<file path="config.mk">
export PLATFORM = sky130hd
export DESIGN_NAME = lif_spike_evt_encoder
export DESIGN_NICKNAME = d
export VERILOG_FILES = /design/src/rtl/lif_spike_evt_encoder_pkg.sv /design/src/rtl/lif_spike_evt_encoder_fifo.sv /design/src/rtl/lif_spike_evt_encoder.sv
export SDC_FILE = /design/constraint.sdc
export NUM_CORES = 1
export LEC_CHECK = 0
export CORE_UTILIZATION = 42
export DETAILED_ROUTE_END_ITERATION = 8
export HOLD_SLACK_MARGIN = 0.06
export PLACE_DENSITY = 0.67
export SETUP_SLACK_MARGIN = 0.2
export SYNTH_ARGS = -nofsm -noshare
export SYNTH_HDL_FRONTEND = slang
export SYNTH_HIERARCHICAL = 1
export SYNTH_SLANG_ARGS = --single-unit
</file>
<file path="constraint.sdc">
create_clock -name clk_i -period 4 [get_ports clk_i]
set_input_delay 0.4 -clock clk_i [delete_from_list [all_inputs] [get_ports clk_i]]
set_output_delay 0.4 -clock clk_i [all_outputs]
set_load 0.01 [all_outputs]
</file>
<file path="src/rtl/lif_spike_evt_encoder_pkg.sv">
// Shared types, op codes and helpers for the spike-vector event encoder.
// Revision: 1.0
`default_nettype none

package lif_spike_evt_encoder_pkg;

  localparam logic [2:0] NOP_OP   = 3'd0;
  localparam logic [2:0] SPIKE_OP = 3'd1;

  localparam int SPK_N      = 16;
  localparam int SPK_GID_W  = 8;
  localparam int SPK_TIME_W = 8;

  typedef struct packed {
    logic [SPK_N-1:0]      vec;
    logic [SPK_GID_W-1:0]  gid;
    logic [SPK_TIME_W-1:0] tstamp;
  } spk_vec_entry_t;

  typedef enum logic [0:0] {
    ENC_IDLE = 1'b0,
    ENC_SCAN = 1'b1
  } enc_state_t;

  localparam int LSB_MAX_W = 256;

  // Index of the lowest set bit; returns 0 for an all-zero vector.
  function automatic logic [7:0] lowest_set_idx(input logic [LSB_MAX_W-1:0] v);
    logic [7:0] idx;
    idx = '0;
    for (int i = LSB_MAX_W - 1; i >= 0; i--) begin
      if (v[i]) idx = 8'(i);
    end
    return idx;
  endfunction

endpackage

`default_nettype wire

</file>
<file path="src/rtl/lif_spike_evt_encoder_fifo.sv">
// Parametric synchronous FIFO with flush and simultaneous push/pop.
// Revision: 1.0
`default_nettype none

module spk_enc_fifo #(
  parameter int WIDTH = 32,
  parameter int DEPTH = 4
) (
  input  logic             clk_i,
  input  logic             rst_i,
  input  logic             flush_i,
  input  logic             push_i,
  input  logic [WIDTH-1:0] data_i,
  input  logic             pop_i,
  output logic [WIDTH-1:0] data_o,
  output logic             full_o,
  output logic             empty_o
);

  localparam int AW = $clog2(DEPTH);

  logic [WIDTH-1:0] mem [DEPTH];
  logic [AW-1:0]    wr_ptr;
  logic [AW-1:0]    rd_ptr;
  logic [AW:0]      count;
  logic             do_push;
  logic             do_pop;

  assign full_o  = (count == (AW+1)'(DEPTH));
  assign empty_o = (count == '0);
  assign do_push = push_i & ~full_o;
  assign do_pop  = pop_i & ~empty_o;
  assign data_o  = mem[rd_ptr];

  always_ff @(posedge clk_i or posedge rst_i) begin
    if (rst_i) begin
      wr_ptr <= '0;
      rd_ptr <= '0;
      count  <= '0;
    end else if (flush_i) begin
      wr_ptr <= '0;
      rd_ptr <= '0;
      count  <= '0;
    end else begin
      if (do_push) wr_ptr <= wr_ptr + AW'(1);
      if (do_pop)  rd_ptr <= rd_ptr + AW'(1);
      case ({do_push, do_pop})
        2'b10:   count <= count + (AW+1)'(1);
        2'b01:   count <= count - (AW+1)'(1);
        default: count <= count;
      endcase
    end
  end

  always_ff @(posedge clk_i) begin
    if (do_push && !flush_i) mem[wr_ptr] <= data_i;
  end

endmodule

`default_nettype wire

</file>
<file path="src/rtl/lif_spike_evt_encoder.sv">
// Buffers non-empty spike vectors and serialises them into one SPIKE_OP event per set bit.
// Revision: 1.0
`default_nettype none

module lif_spike_evt_encoder
  import lif_spike_evt_encoder_pkg::*;
#(
  parameter int N_NEURONS      = SPK_N,
  parameter int GROUP_ID_WIDTH = SPK_GID_W,
  parameter int TIME_WIDTH     = SPK_TIME_W,
  parameter int FIFO_DEPTH     = 4,
  parameter int DROP_CNT_WIDTH = 16
) (
  input  logic                                          clk_i,
  input  logic                                          rst_i,
  input  logic                                          enable_i,
  input  logic                                          clear_i,
  input  logic                                          spike_valid_i,
  input  logic [N_NEURONS-1:0]                          spike_vec_i,
  input  logic [GROUP_ID_WIDTH-1:0]                     group_id_i,
  input  logic [TIME_WIDTH-1:0]                         time_i,
  output logic                                          spike_ready_o,
  output logic                                          evt_valid_o,
  input  logic                                          evt_ready_i,
  output logic [2:0]                                    evt_op_o,
  output logic [GROUP_ID_WIDTH+$clog2(N_NEURONS)-1:0]   evt_nid_o,
  output logic [TIME_WIDTH-1:0]                         evt_time_o,
  output logic                                          busy_o,
  output logic [DROP_CNT_WIDTH-1:0]                     drop_cnt_o
);

  localparam int IDX_W   = $clog2(N_NEURONS);
  localparam int ENTRY_W = N_NEURONS + GROUP_ID_WIDTH + TIME_WIDTH;

  enc_state_t                state;
  enc_state_t                state_nxt;
  logic [N_NEURONS-1:0]      mask;
  logic [GROUP_ID_WIDTH-1:0] hold_gid;
  logic [TIME_WIDTH-1:0]     hold_time;

  logic                      fifo_full;
  logic                      fifo_empty;
  logic                      fifo_pop;
  logic [ENTRY_W-1:0]        fifo_head;
  logic [N_NEURONS-1:0]      head_vec;
  logic [GROUP_ID_WIDTH-1:0] head_gid;
  logic [TIME_WIDTH-1:0]     head_time;

  logic                      vec_hit;
  logic                      wr_en;
  logic                      load;
  logic                      handshake;
  logic                      last_bit;
  logic [IDX_W-1:0]          cur_idx;
  logic [N_NEURONS-1:0]      cur_bit;

  // Clear discards the incoming vector without counting it as a drop.
  assign vec_hit = spike_valid_i & enable_i & (|spike_vec_i) & ~clear_i;
  assign wr_en   = vec_hit & ~fifo_full;

  spk_enc_fifo #(
    .WIDTH (ENTRY_W),
    .DEPTH (FIFO_DEPTH)
  ) u_fifo (
    .clk_i   (clk_i),
    .rst_i   (rst_i),
    .flush_i (clear_i),
    .push_i  (wr_en),
    .data_i  ({spike_vec_i, group_id_i, time_i}),
    .pop_i   (fifo_pop),
    .data_o  (fifo_head),
    .full_o  (fifo_full),
    .empty_o (fifo_empty)
  );

  assign {head_vec, head_gid, head_time} = fifo_head;

  assign cur_idx   = IDX_W'(lowest_set_idx(LSB_MAX_W'(mask)));
  assign cur_bit   = N_NEURONS'(1) << cur_idx;
  assign last_bit  = ((mask & ~cur_bit) == '0);
  assign handshake = (state == ENC_SCAN) & evt_ready_i;

  always_comb begin
    state_nxt = state;
    fifo_pop  = 1'b0;
    load      = 1'b0;
    case (state)
      ENC_IDLE: begin
        if (!fifo_empty) begin
          fifo_pop  = 1'b1;
          load      = 1'b1;
          state_nxt = ENC_SCAN;
        end
      end
      ENC_SCAN: begin
        // Refill on the final handshake so consecutive vectors stream without a bubble.
        if (evt_ready_i && last_bit) begin
          if (!fifo_empty) begin
            fifo_pop = 1'b1;
            load     = 1'b1;
          end else begin
            state_nxt = ENC_IDLE;
          end
        end
      end
      default: state_nxt = ENC_IDLE;
    endcase
    if (clear_i) begin
      state_nxt = ENC_IDLE;
      fifo_pop  = 1'b0;
      load      = 1'b0;
    end
  end

  always_ff @(posedge clk_i or posedge rst_i) begin
    if (rst_i) begin
      state     <= ENC_IDLE;
      mask      <= '0;
      hold_gid  <= '0;
      hold_time <= '0;
    end else begin
      state <= state_nxt;
      if (clear_i) begin
        mask <= '0;
      end else if (load) begin
        mask      <= head_vec;
        hold_gid  <= head_gid;
        hold_time <= head_time;
      end else if (handshake) begin
        mask <= mask & ~cur_bit;
      end
    end
  end

  always_ff @(posedge clk_i or posedge rst_i) begin
    if (rst_i) begin
      drop_cnt_o <= '0;
    end else if (vec_hit && fifo_full && !(&drop_cnt_o)) begin
      drop_cnt_o <= drop_cnt_o + DROP_CNT_WIDTH'(1);
    end
  end

  assign spike_ready_o = ~fifo_full;
  assign evt_valid_o   = (state == ENC_SCAN);
  assign evt_op_o      = evt_valid_o ? SPIKE_OP : NOP_OP;
  assign evt_nid_o     = {hold_gid, cur_idx};
  assign evt_time_o    = hold_time;
  assign busy_o        = ~fifo_empty | (state == ENC_SCAN);

endmodule

`default_nettype wire

</file>
# --- Word level (Yosys, flattened, before mapping) ---
# Memory sizes are Yosys's and may differ from the RTL's.
# Index checks and enable logic that the tools add are counted.
# W data, S select, Z words.
word_totals:
  ff_bits: 56
  latchBits: 0
  ramBits: 128
  rom_bits: 0
  inputBits: 38
  elab_cells: 82
  n_memories: 1
op_classes:
  n_addsub: 5
  n_mul: 0
  n_div: 0
  n_lt_le_gt_ge: 0
  n_eq_ne: 3
  shift: 1
  muxes: 35
  bitwise: 14
  n_reduce_logical: 15
mem_list:
  columns: ["memory", "words", "word_bits", "rd", "rd_ports_with_merged_regs", "write_ports", "line", "source"]
  rows:
  - ["u_fifo.mem", 4, 32, 1, 0, 1, "lif_spike_evt_encoder_fifo.sv:22", "logic [WIDTH-1:0] mem [DEPTH];"]
ops:
  columns: ["op", "count"]
  rows:
  - ["$mux W4", 16]
  - ["$mux W16", 3]
  - ["$add A16 B1 Y16 const B", 1]
  - ["$and A16 B16 Y16", 1]
  - ["$logic_not A16 Y1", 1]
  - ["$not A16 Y16", 1]
  - ["$reduce_and A16 Y1", 1]
  - ["$reduce_or A16 Y1", 1]
  - ["$shl A1 B4 Y16 const A", 1]
  - ["$mux W1", 8]
  - ["$mux W2", 4]
  - ["$and A1 B1 Y1", 7]
  - ["$pmux W3 S2", 1]
  - ["$reduce_bool A3 Y1", 2]
  - ["$add A2 B1 Y2 const B", 2]
  - ["$logic_and A1 B1 Y1", 4]
  - ["$not A1 Y1", 4]
  - ["$pmux W1 S2", 2]
  - ["$reduce_bool A2 Y1", 2]
  - ["$add A3 B1 Y3 const B", 1]
  - ["$eq A3 B3 Y1 const B", 1]
  - ["$logic_not A3 Y1", 1]
  - ["$mux W3", 1]
  - ["$sub A3 B1 Y3 const B", 1]
  - ["5 further kinds", 6]

# --- Longest topological paths before layout ---
# Gate-level depths: netlist of run 1.
logic_depth:
  word_depth: 28
  ltp_mapped: 20
  depth_no_buf: 15

# --- Cells and area by module ---
# Netlist of run 1, hierarchy kept.
modules_own_cells:
  columns: ["mod", "instances", "cells_each", "area_each_um2"]
  rows:
  - ["spk_enc_fifo", 1, 233, 5241.3]
  - ["lif_spike_evt_encoder", 1, 278, 2834.0]

# --- Least setup slack after synthesis of run 1 ---
# No wires, ideal clock.
synth_timing:
  kind: "register to register"
  startpoint: "register mask[2]"
  endpoint: "register u_fifo.count[1]"
  setup_ns: 0.137
  t_arrival_ns: 3.782
  required_ns: 3.863
  setup_slack_ns: 0.081
  stages_incl_launch_ff: 19
  path_buffers: 5
  period_less_slack_ns: 3.919
  path_cell_list: "dfrtp_1 buf_6 or4_4 buf_6 or2_4 a2111oi_2 a211oi_1 a2111oi_4 o211ai_2 a21o_1 buf_6 buf_6 inv_1 buf_2 o31ai_1 a21oi_1 fa_1 o2111ai_1 a211oi_1"
synth_via:
  elab_chain_cells: 15
  word_cells_on_any_way: 17
  cone_classes: "2 x eq/ne; 1 x shift; 8 x mux; 3 x bitwise; 3 x reduce/logical"
synth_rtl:
  columns: ["item", "line", "source"]
  rows:
  - ["from (decl)", "lif_spike_evt_encoder.sv:37", "logic [N_NEURONS-1:0] mask;"]
  - ["from (signal assigned)", "lif_spike_evt_encoder.sv:126", "mask <= head_vec;"]
  - ["from (signal assigned)", "lif_spike_evt_encoder.sv:130", "mask <= mask & ~cur_bit;"]
  - ["$mux W4 (3 in series)", "lif_spike_evt_encoder_pkg.sv:32", "if (v[i]) idx = 8'(i);"]
  - ["$shl A1 B4 Y16", "lif_spike_evt_encoder.sv:79", "assign cur_bit = N_NEURONS'(1) << cur_idx;"]
  - ["$not A16 Y16", "lif_spike_evt_encoder.sv:80", "assign last_bit = ((mask & ~cur_bit) == '0);"]
  - ["$and A16 B16 Y16 (*)", "lif_spike_evt_encoder.sv:80", null]
  - ["$logic_not A16 Y1 (*)", "lif_spike_evt_encoder.sv:80", null]
  - ["$logic_and A1 B1 Y1 (*)", "lif_spike_evt_encoder.sv:97", "if (evt_ready_i && last_bit) begin"]
  - ["$mux W1 (*)", "lif_spike_evt_encoder.sv:97", null]
  - ["$pmux W1 S2 (*)", "lif_spike_evt_encoder.sv:87", "case (state)"]
  - ["$mux W1 (*)", "lif_spike_evt_encoder.sv:108", "if (clear_i) begin"]
  - ["via fifo_pop", "lif_spike_evt_encoder.sv:43", "logic fifo_pop;"]
  - ["$and A1 B1 Y1 (*)", "lif_spike_evt_encoder_fifo.sv:32", "assign do_pop = pop_i & ~empty_o;"]
  - ["$eq A2 B1 Y1 or $eq A2 B2 Y1 (tied branches)", "lif_spike_evt_encoder_fifo.sv:47", "case ({do_push, do_pop})"]
  - ["$pmux W3 S2", "lif_spike_evt_encoder_fifo.sv:47", null]
  - ["$mux W3", "lif_spike_evt_encoder_fifo.sv:40", "end else if (flush_i) begin"]
  - ["to (signal assigned)", "lif_spike_evt_encoder_fifo.sv:48", "2'b10: count <= count + (AW+1)'(1);"]
  - ["to (signal assigned)", "lif_spike_evt_encoder_fifo.sv:49", "2'b01: count <= count - (AW+1)'(1);"]
  - ["to (signal assigned)", "lif_spike_evt_encoder_fifo.sv:50", "default: count <= count;"]
  - ["to (decl)", "lif_spike_evt_encoder_fifo.sv:25", "logic [AW:0] count;"]
# The timed path passes the listed nets; every way through them passes the cells marked *.
# A chain may end at the register's enable or synchronous reset.

# --- Worst setup path in the final report of run 1 ---
# Same ends and word-level chain as after synthesis.

==> impl_metrics.json, run 1 <==
{
  "status": "finished clean",
  "slowest_stage": "or4_4",
  "cp.required_ps": 4300,
  "coreArea_um2": 18770,
  "syn_area_um2": 8075,
  "drt_iter0_drc": 286,
  "grt_pass1_wl_um": 28440,
  "ys_seq_elements": 184,
  "numCtsBuffers": 17,
  "timing.fmax_mhz": 270.6,
  "rr_startpoint": "mask[2]$_DFFE_PP0P_",
  "worst-path-buf-inv": 1,
  "rrSetupSlack_ps": 300,
  "yosysSeqAreaShare_pct": 64.95,
  "multiInputGateArea_um2": 2589,
  "hp-class": "primary input to async pin",
  "fin_area_um2": 9884,
  "end_kind": "flop",
  "cp_data_arrival_time_ps": 4000,
  "crit_path_max_incr_delay_ps": 610,
  "cp_top_family": "compound AO/OA/AOI/OAI gates",
  "insertion_delay_ps": 440,
  "io_pins": 80,
  "period_share_pct": 92.39,
  "slew_viol_final": 0,
  "final_cells": 862,
  "synthCells": 511,
  "yosysTopAreaCellShare_pct": 47.60,
  "final_nets": 659,
  "ys_dominant_reg_cell": "edfxtp_1",
  "antenna_found_initial": 0,
  "die_h_um": 140.7,
  "cts.htree.levels": 4,
  "worst_hold_slack_ps": 262.8,
  "path_cells": "or4_4 > nor2_4 > nand3_2 > o41a_1 > a2111oi_4 > o211ai_2 > a21o_1 > inv_4 > o31ai_1 > a21oi_1 > fa_1 > o2111ai_1 > a211oi_1",
  "grt.total_usage_pct": 19.31,
  "crit_cells": 13,
  "synthDistinctLibCells": 73,
  "gp_congestion": 0.8525,
  "hold_viol": 0,
  "synth_top_area_cell": "edfxtp_1",
  "r2r-end": "u_fifo/count[1]$_DFFE_PP0P_",
  "num_vias": 4827,
  "area_growth_pct": 22.40,
  "register_area_um2": 5251,
  "synth_edf_count": 128,
  "start_util_pct": 43.03,
  "ys_top_cells_by_area": "edfxtp_1 48%, dfrtp_1 17%, mux4_2 8.4%",
  "drive_gt1_share_pct": 24.36,
  "cellPowerDensity_nw_per_um2": 427.3,
  "synthArstFlopShare_pct": 30.43,
  "startpoint": "mask[2]$_DFFE_PP0P_",
  "grt_pass1_vias": 5112,
  "portBuffers": 77,
  "drc": 0,
  "nFillCells": 1524,
  "yosysMostFrequentCell": "edfxtp_1",
  "clkTransAtPathRegs_ps": 70,
  "total_leakage_power_nw": 3.579,
  "diodes": 0,
  "dp_hpwl_um": 11730,
  "routed_via_density": 5.600,
  "synth_commonest_cells": "128 x edfxtp_1, 56 x dfrtp_1, 30 x mux4_2",
  "tightest_slew_ps": 873.8,
  "syn_area_per_cell_um2": 15.80,
  "drt-pass1-iter-count": 4,
  "clock-root-buffer": "clkbuf_16",
  "critPathLaunchType": "flop",
  "maxCapViolCount": 0,
  "fin_tns_setup_ps": 0,
  "crit_type": "flop to flop",
  "fin_crit_ps": 3696,
  "gr-total-overflow": 0,
  "slew_headroom_pct": 41.35,
  "fin_worst_skew_ps": 12.43,
  "endpoint": "u_fifo/count[1]$_DFFE_PP0P_",
  "cts_max_path_buffers": 2,
  "grt_max_degree": 32,
  "post_dp_cell_area_um2": 9170,
  "dpl.cell_count": 817,
  "fin_util_pct": 52.67,
  "setup_viol": 0,
  "rsz0062_at_grt": "false",
  "fp-row-count": 50,
  "ys_warn_count": 6,
  "wl_um": 17850,
  "antenna_left": 0,
  "cp_max_fo": 8,
  "die_x_um": 140.7,
  "cts_sinks": 184,
  "reg2reg_depth": 13,
  "dieArea_um2": 19790,
  "peakVddDrop_mv": 0.3528,
  "cts_tree": "yes",
  "wire_per_inst_um": 20.71
}
-- cells in the final DEF (no fill, tap or decap), types with 6 or more instances in the layout --
cell type / synthesis / layout
nand3_1: 12 / 12
nand4_1: 9 / 9
nor2_1: 27 / 27
mux2_4: 9 / 9
o21ai_0: 6 / 6
nand2_1: 15 / 15
clkbuf_16: 0 / 17
xnor2_1: 10 / 10
a21bo_2: 12 / 12
mux4_2: 30 / 30
xor2_1: 8 / 8
edfxtp_1: 128 / 128
nor4_1: 8 / 8
a21oi_1: 23 / 23
clkdlybuf4s50_1: 0 / 77
mux2_2: 6 / 6
buf_4: 3 / 35
dfrtp_1: 56 / 51
inv_1: 19 / 17
-- through the flow --
stage	power, mW	setup slack, ps
after floorplan	2.385	201.6
after global placement	2.629	279.3
after detailed placement	2.631	191.0
after CTS	4.256	237.5
after global routing	4.361	181.9
final	4.224	304.4
-- state kept, by name, summed over array words and instances, names as in the netlist --
signal	cells
drop_cnt_o	16
evt_time_o	8
evt_valid_o	1
hold_gid	8
mask	16
u_fifo/count	3
u_fifo/mem	128
u_fifo/rd_ptr	2
u_fifo/wr_ptr	2
-- worst min-delay path by stage --
stage / end / slack, ps / cells past startpoint
after global routing: u_fifo/rd_ptr[1]$_DFFE_PP0P_ / 300 / 2
after global placement: drop_cnt_o[9]$_DFFE_PP0P_ / 470 / 1
after detailed placement: evt_time_o[1]$_DFFE_PP0P_ / 490 / 1
final: u_fifo/rd_ptr[1]$_DFFE_PP0P_ / 260 / 2
after CTS: u_fifo/rd_ptr[1]$_DFFE_PP0P_ / 260 / 2
after floorplan: u_fifo/count[0]$_DFFE_PP0P_ / 200 / 1
-- routing by layer --
layer / vias to the layer above / track usage, % / routed length (um)
met5: - / 0 / 0
met4: 0 / 7.609 / 334
met3: 20 / 4.246 / 736
met2: 114 / 32.50 / 8945
met1: 2492 / 24.40 / 7833
li1: 2201 / - / -
-- power breakdown --
group | total (mW) | internal (mW) | switching, mW
registers | 2.16 | 2.11 | 0.0482
logic | 0.439 | 0.254 | 0.186
clock network | 1.62 | 0.834 | 0.790
-- timing repair --
item | CTS | global route
hold buffers | 0 | 0
setup endpoints to repair | 1 | 2
pin swaps | 0 | 4
gates resized for setup | 1 | 8
setup buffers | 0 | 13
-- cell type report --
type,instances,area share [%]
clock inverter,15,1.608
timing repair buffer,115,11.06
multi-input combinational,278,26.19
sequential,184,53.13
tap,234,2.962
inverter,19,0.7468
clock buffer,17,4.304
-- kinds of logic (layout without fill, tap and decap cells) --
family                     count (synthesis)  after routing  share of synthesized area [%]
adders and majority gates                  6              6                          1.023
muxes                                     50             50                          11.95
other                                      1              2                        0.04644
xor gates and xnor gates                  18             18                          1.952
AOI/OAI and AO/OA                         88             88                          8.522
DFF                                      184            184                          64.95
and+or+nand+nor                          114            114                          7.902
buffers and inverters                     50            166                          3.657
(Power assumes the default switching activity.)
==> run 2: changes to the inputs <==
==> constraint.sdc (replaced) <==
create_clock -name clk_i -period 3.25 [get_ports clk_i]
set_input_delay 0.325 -clock clk_i [delete_from_list [all_inputs] [get_ports clk_i]]
set_output_delay 0.325 -clock clk_i [all_outputs]
set_load 0.01 [all_outputs]
==> impl_metrics.json, run 2 (synthesis gave the netlist of run 1 again) <==
{
  "status": "finished, violations left",
  "violations": "negative setup slack",
  "clkTransAtPathRegs_ps": 80,
  "grt_pass1_vias": 5321,
  "drc": 0,
  "num_vias": 4981,
  "maxCapViolCount": 0,
  "largestRegisters": "u_fifo/mem: 128 flops, drop_cnt_o: 16 flops, mask: 16 flops",
  "cts.htree.levels": 4,
  "setup_viol": 1,
  "drive_gt1_share_pct": 30.45,
  "dieArea_um2": 19790,
  "area_growth_pct": 28.37,
  "cellPowerDensity_nw_per_um2": 511.6,
  "end_kind": "flop",
  "slew_viol_final": 0,
  "wire_per_inst_um": 19.73,
  "timing.fmax_mhz": 293.2,
  "largest_reg_flops": 128,
  "total_leakage_power_nw": 3.858,
  "final_common_cell": "edfxtp_1",
  "insertion_delay_ps": 440,
  "peakVddDrop_mv": 0.3845,
  "top_register": "u_fifo/mem",
  "start_util_pct": 43.03,
  "cp_data_arrival_time_ps": 3720,
  "grt_pass1_wl_um": 28430,
  "cp_max_fo": 4,
  "portBuffers": 77,
  "setup_ws_ps": -161.2,
  "tightest_slew_ps": 662.5,
  "numCtsBuffers": 17,
  "routed_via_density": 5.510,
  "cp.required_ps": 3560,
  "period_share_pct": 105.0,
  "final_nets": 701,
  "cts_sinks": 184,
  "antenna_left": 0,
  "die_x_um": 140.7,
  "clock-root-buffer": "clkbuf_16",
  "slew_headroom_pct": 55.83,
  "fp-row-count": 50,
  "cts_tree": "yes",
  "io_pins": 80,
  "hp-class": "primary input to async pin",
  "gr-total-overflow": 0,
  "wl_um": 17840,
  "antenna_found_initial": 0,
  "crit_type": "flop to flop",
  "drt-pass1-iter-count": 4,
  "cts_max_path_buffers": 2,
  "coreArea_um2": 18770,
  "grt.total_usage_pct": 19.19,
  "critPathLaunchType": "flop",
  "fin_crit_ps": 3411,
  "final_cells": 904,
  "fin_worst_skew_ps": 14.32,
  "die_h_um": 140.7,
  "diodes": 0,
  "fin_tns_setup_ps": -161.2,
  "rsz0062_at_grt": "true",
  "grt_max_degree": 33,
  "dp_hpwl_um": 11810,
  "mostFrequentLayoutCells": "128 x edfxtp_1, 76 x clkdlybuf4s50_1, 70 x buf_4",
  "drt_iter0_drc": 320,
  "nFillCells": 1498,
  "hold_viol": 0,
  "gp_congestion": 0.8865,
  "dpl.cell_count": 860,
  "holdBufCountCts": 0
}
run 2: path summary, 6_finish.rpt:
kind | startpoint | to | slack (ps) | cells after the start
max in group asynchronous | rst_i | drop_cnt_o[14]$_DFFE_PP0P_ | 2380 | 3
min reg2reg | drop_cnt_o[7]$_DFFE_PP0P_ | drop_cnt_o[7]$_DFFE_PP0P_ | 500 | 1
min | rst_i | u_fifo/count[1]$_DFFE_PP0P_ | 220 | 2
max | mask[4]$_DFFE_PP0P_ | u_fifo/count[1]$_DFFE_PP0P_ | -160 | 14
min in group clk_i | drop_cnt_o[7]$_DFFE_PP0P_ | drop_cnt_o[7]$_DFFE_PP0P_ | 500 | 1
max reg2reg | mask[4]$_DFFE_PP0P_ | u_fifo/count[1]$_DFFE_PP0P_ | -160 | 14
run 2: cell type report:
type                    instances  area [um2]  area share, %
flip-flops and latches        184        5246          50.61
clock buffers                  17       425.4          4.104
well taps                     234       292.8          2.824
clock inverters                15       173.9          1.678
repair buffers                157        1474          14.22
multi-input cells             278        2680          25.85
inverters                      19       73.82         0.7121
run 2: worst max-delay path: stages, from the launching register on:
cell	delay [ps]
dfrtp_1	410
buf_4	150
buf_4	140
o311ai_4	290
a22oi_2	160
o41a_1	490
a2111oi_4	360
o211ai_2	140
a21o_1	210
inv_4	70
o31ai_4	60
a21oi_2	150
fa_2	460
nor2_1	140
a211oi_1	60
run 2: timing repair:
| item | in CTS | in global routing |
|---|---|---|
| resized for setup | 14 | 18 |
| pin swaps | 4 | 5 |
| endpoints found under the hold margin | 0 | 0 |
| cloned | 1 | 1 |
| setup buffers | 7 | 3 |
| setup endpoints to repair | 27 | 25 |
run 2: routing by layer:
layer	track usage, %	share of wire, %	vias up
li1	-	-	2288
met1	25.26	45	2566
met2	31.61	49	104
met3	4.212	4.1	23
met4	6.579	1.7	0
met5	0	0	-
run 2: power by group:
| part | switching (mW) | internal, mW |
|---|---|---|
| logic | 0.244 | 0.363 |
| registers | 0.0558 | 2.60 |
| clock network | 0.997 | 1.04 |
| total | 1.30 | 4.01 |
run 2: through the flow:
stage | worst slack, ps | cell area, um2 | utilization, % | hold slack (ps) | power, mW
2_1_floorplan | -445.4 | 8144 | - | 128.4 | 2.937
3_3_place_gp | -76.73 | 9529 | 50.77 | 472.2 | 3.263
3_5_place_dp | -191.8 | 9529 | 50.77 | 483.7 | 3.273
4_1_cts | -150.9 | 10240 | 54.55 | 206.3 | 5.327
5_1_grt | -247.5 | 10370 | 55.23 | 218.3 | 5.493
6_report | -161.2 | 10370 | 55.23 | 217.5 | 5.303
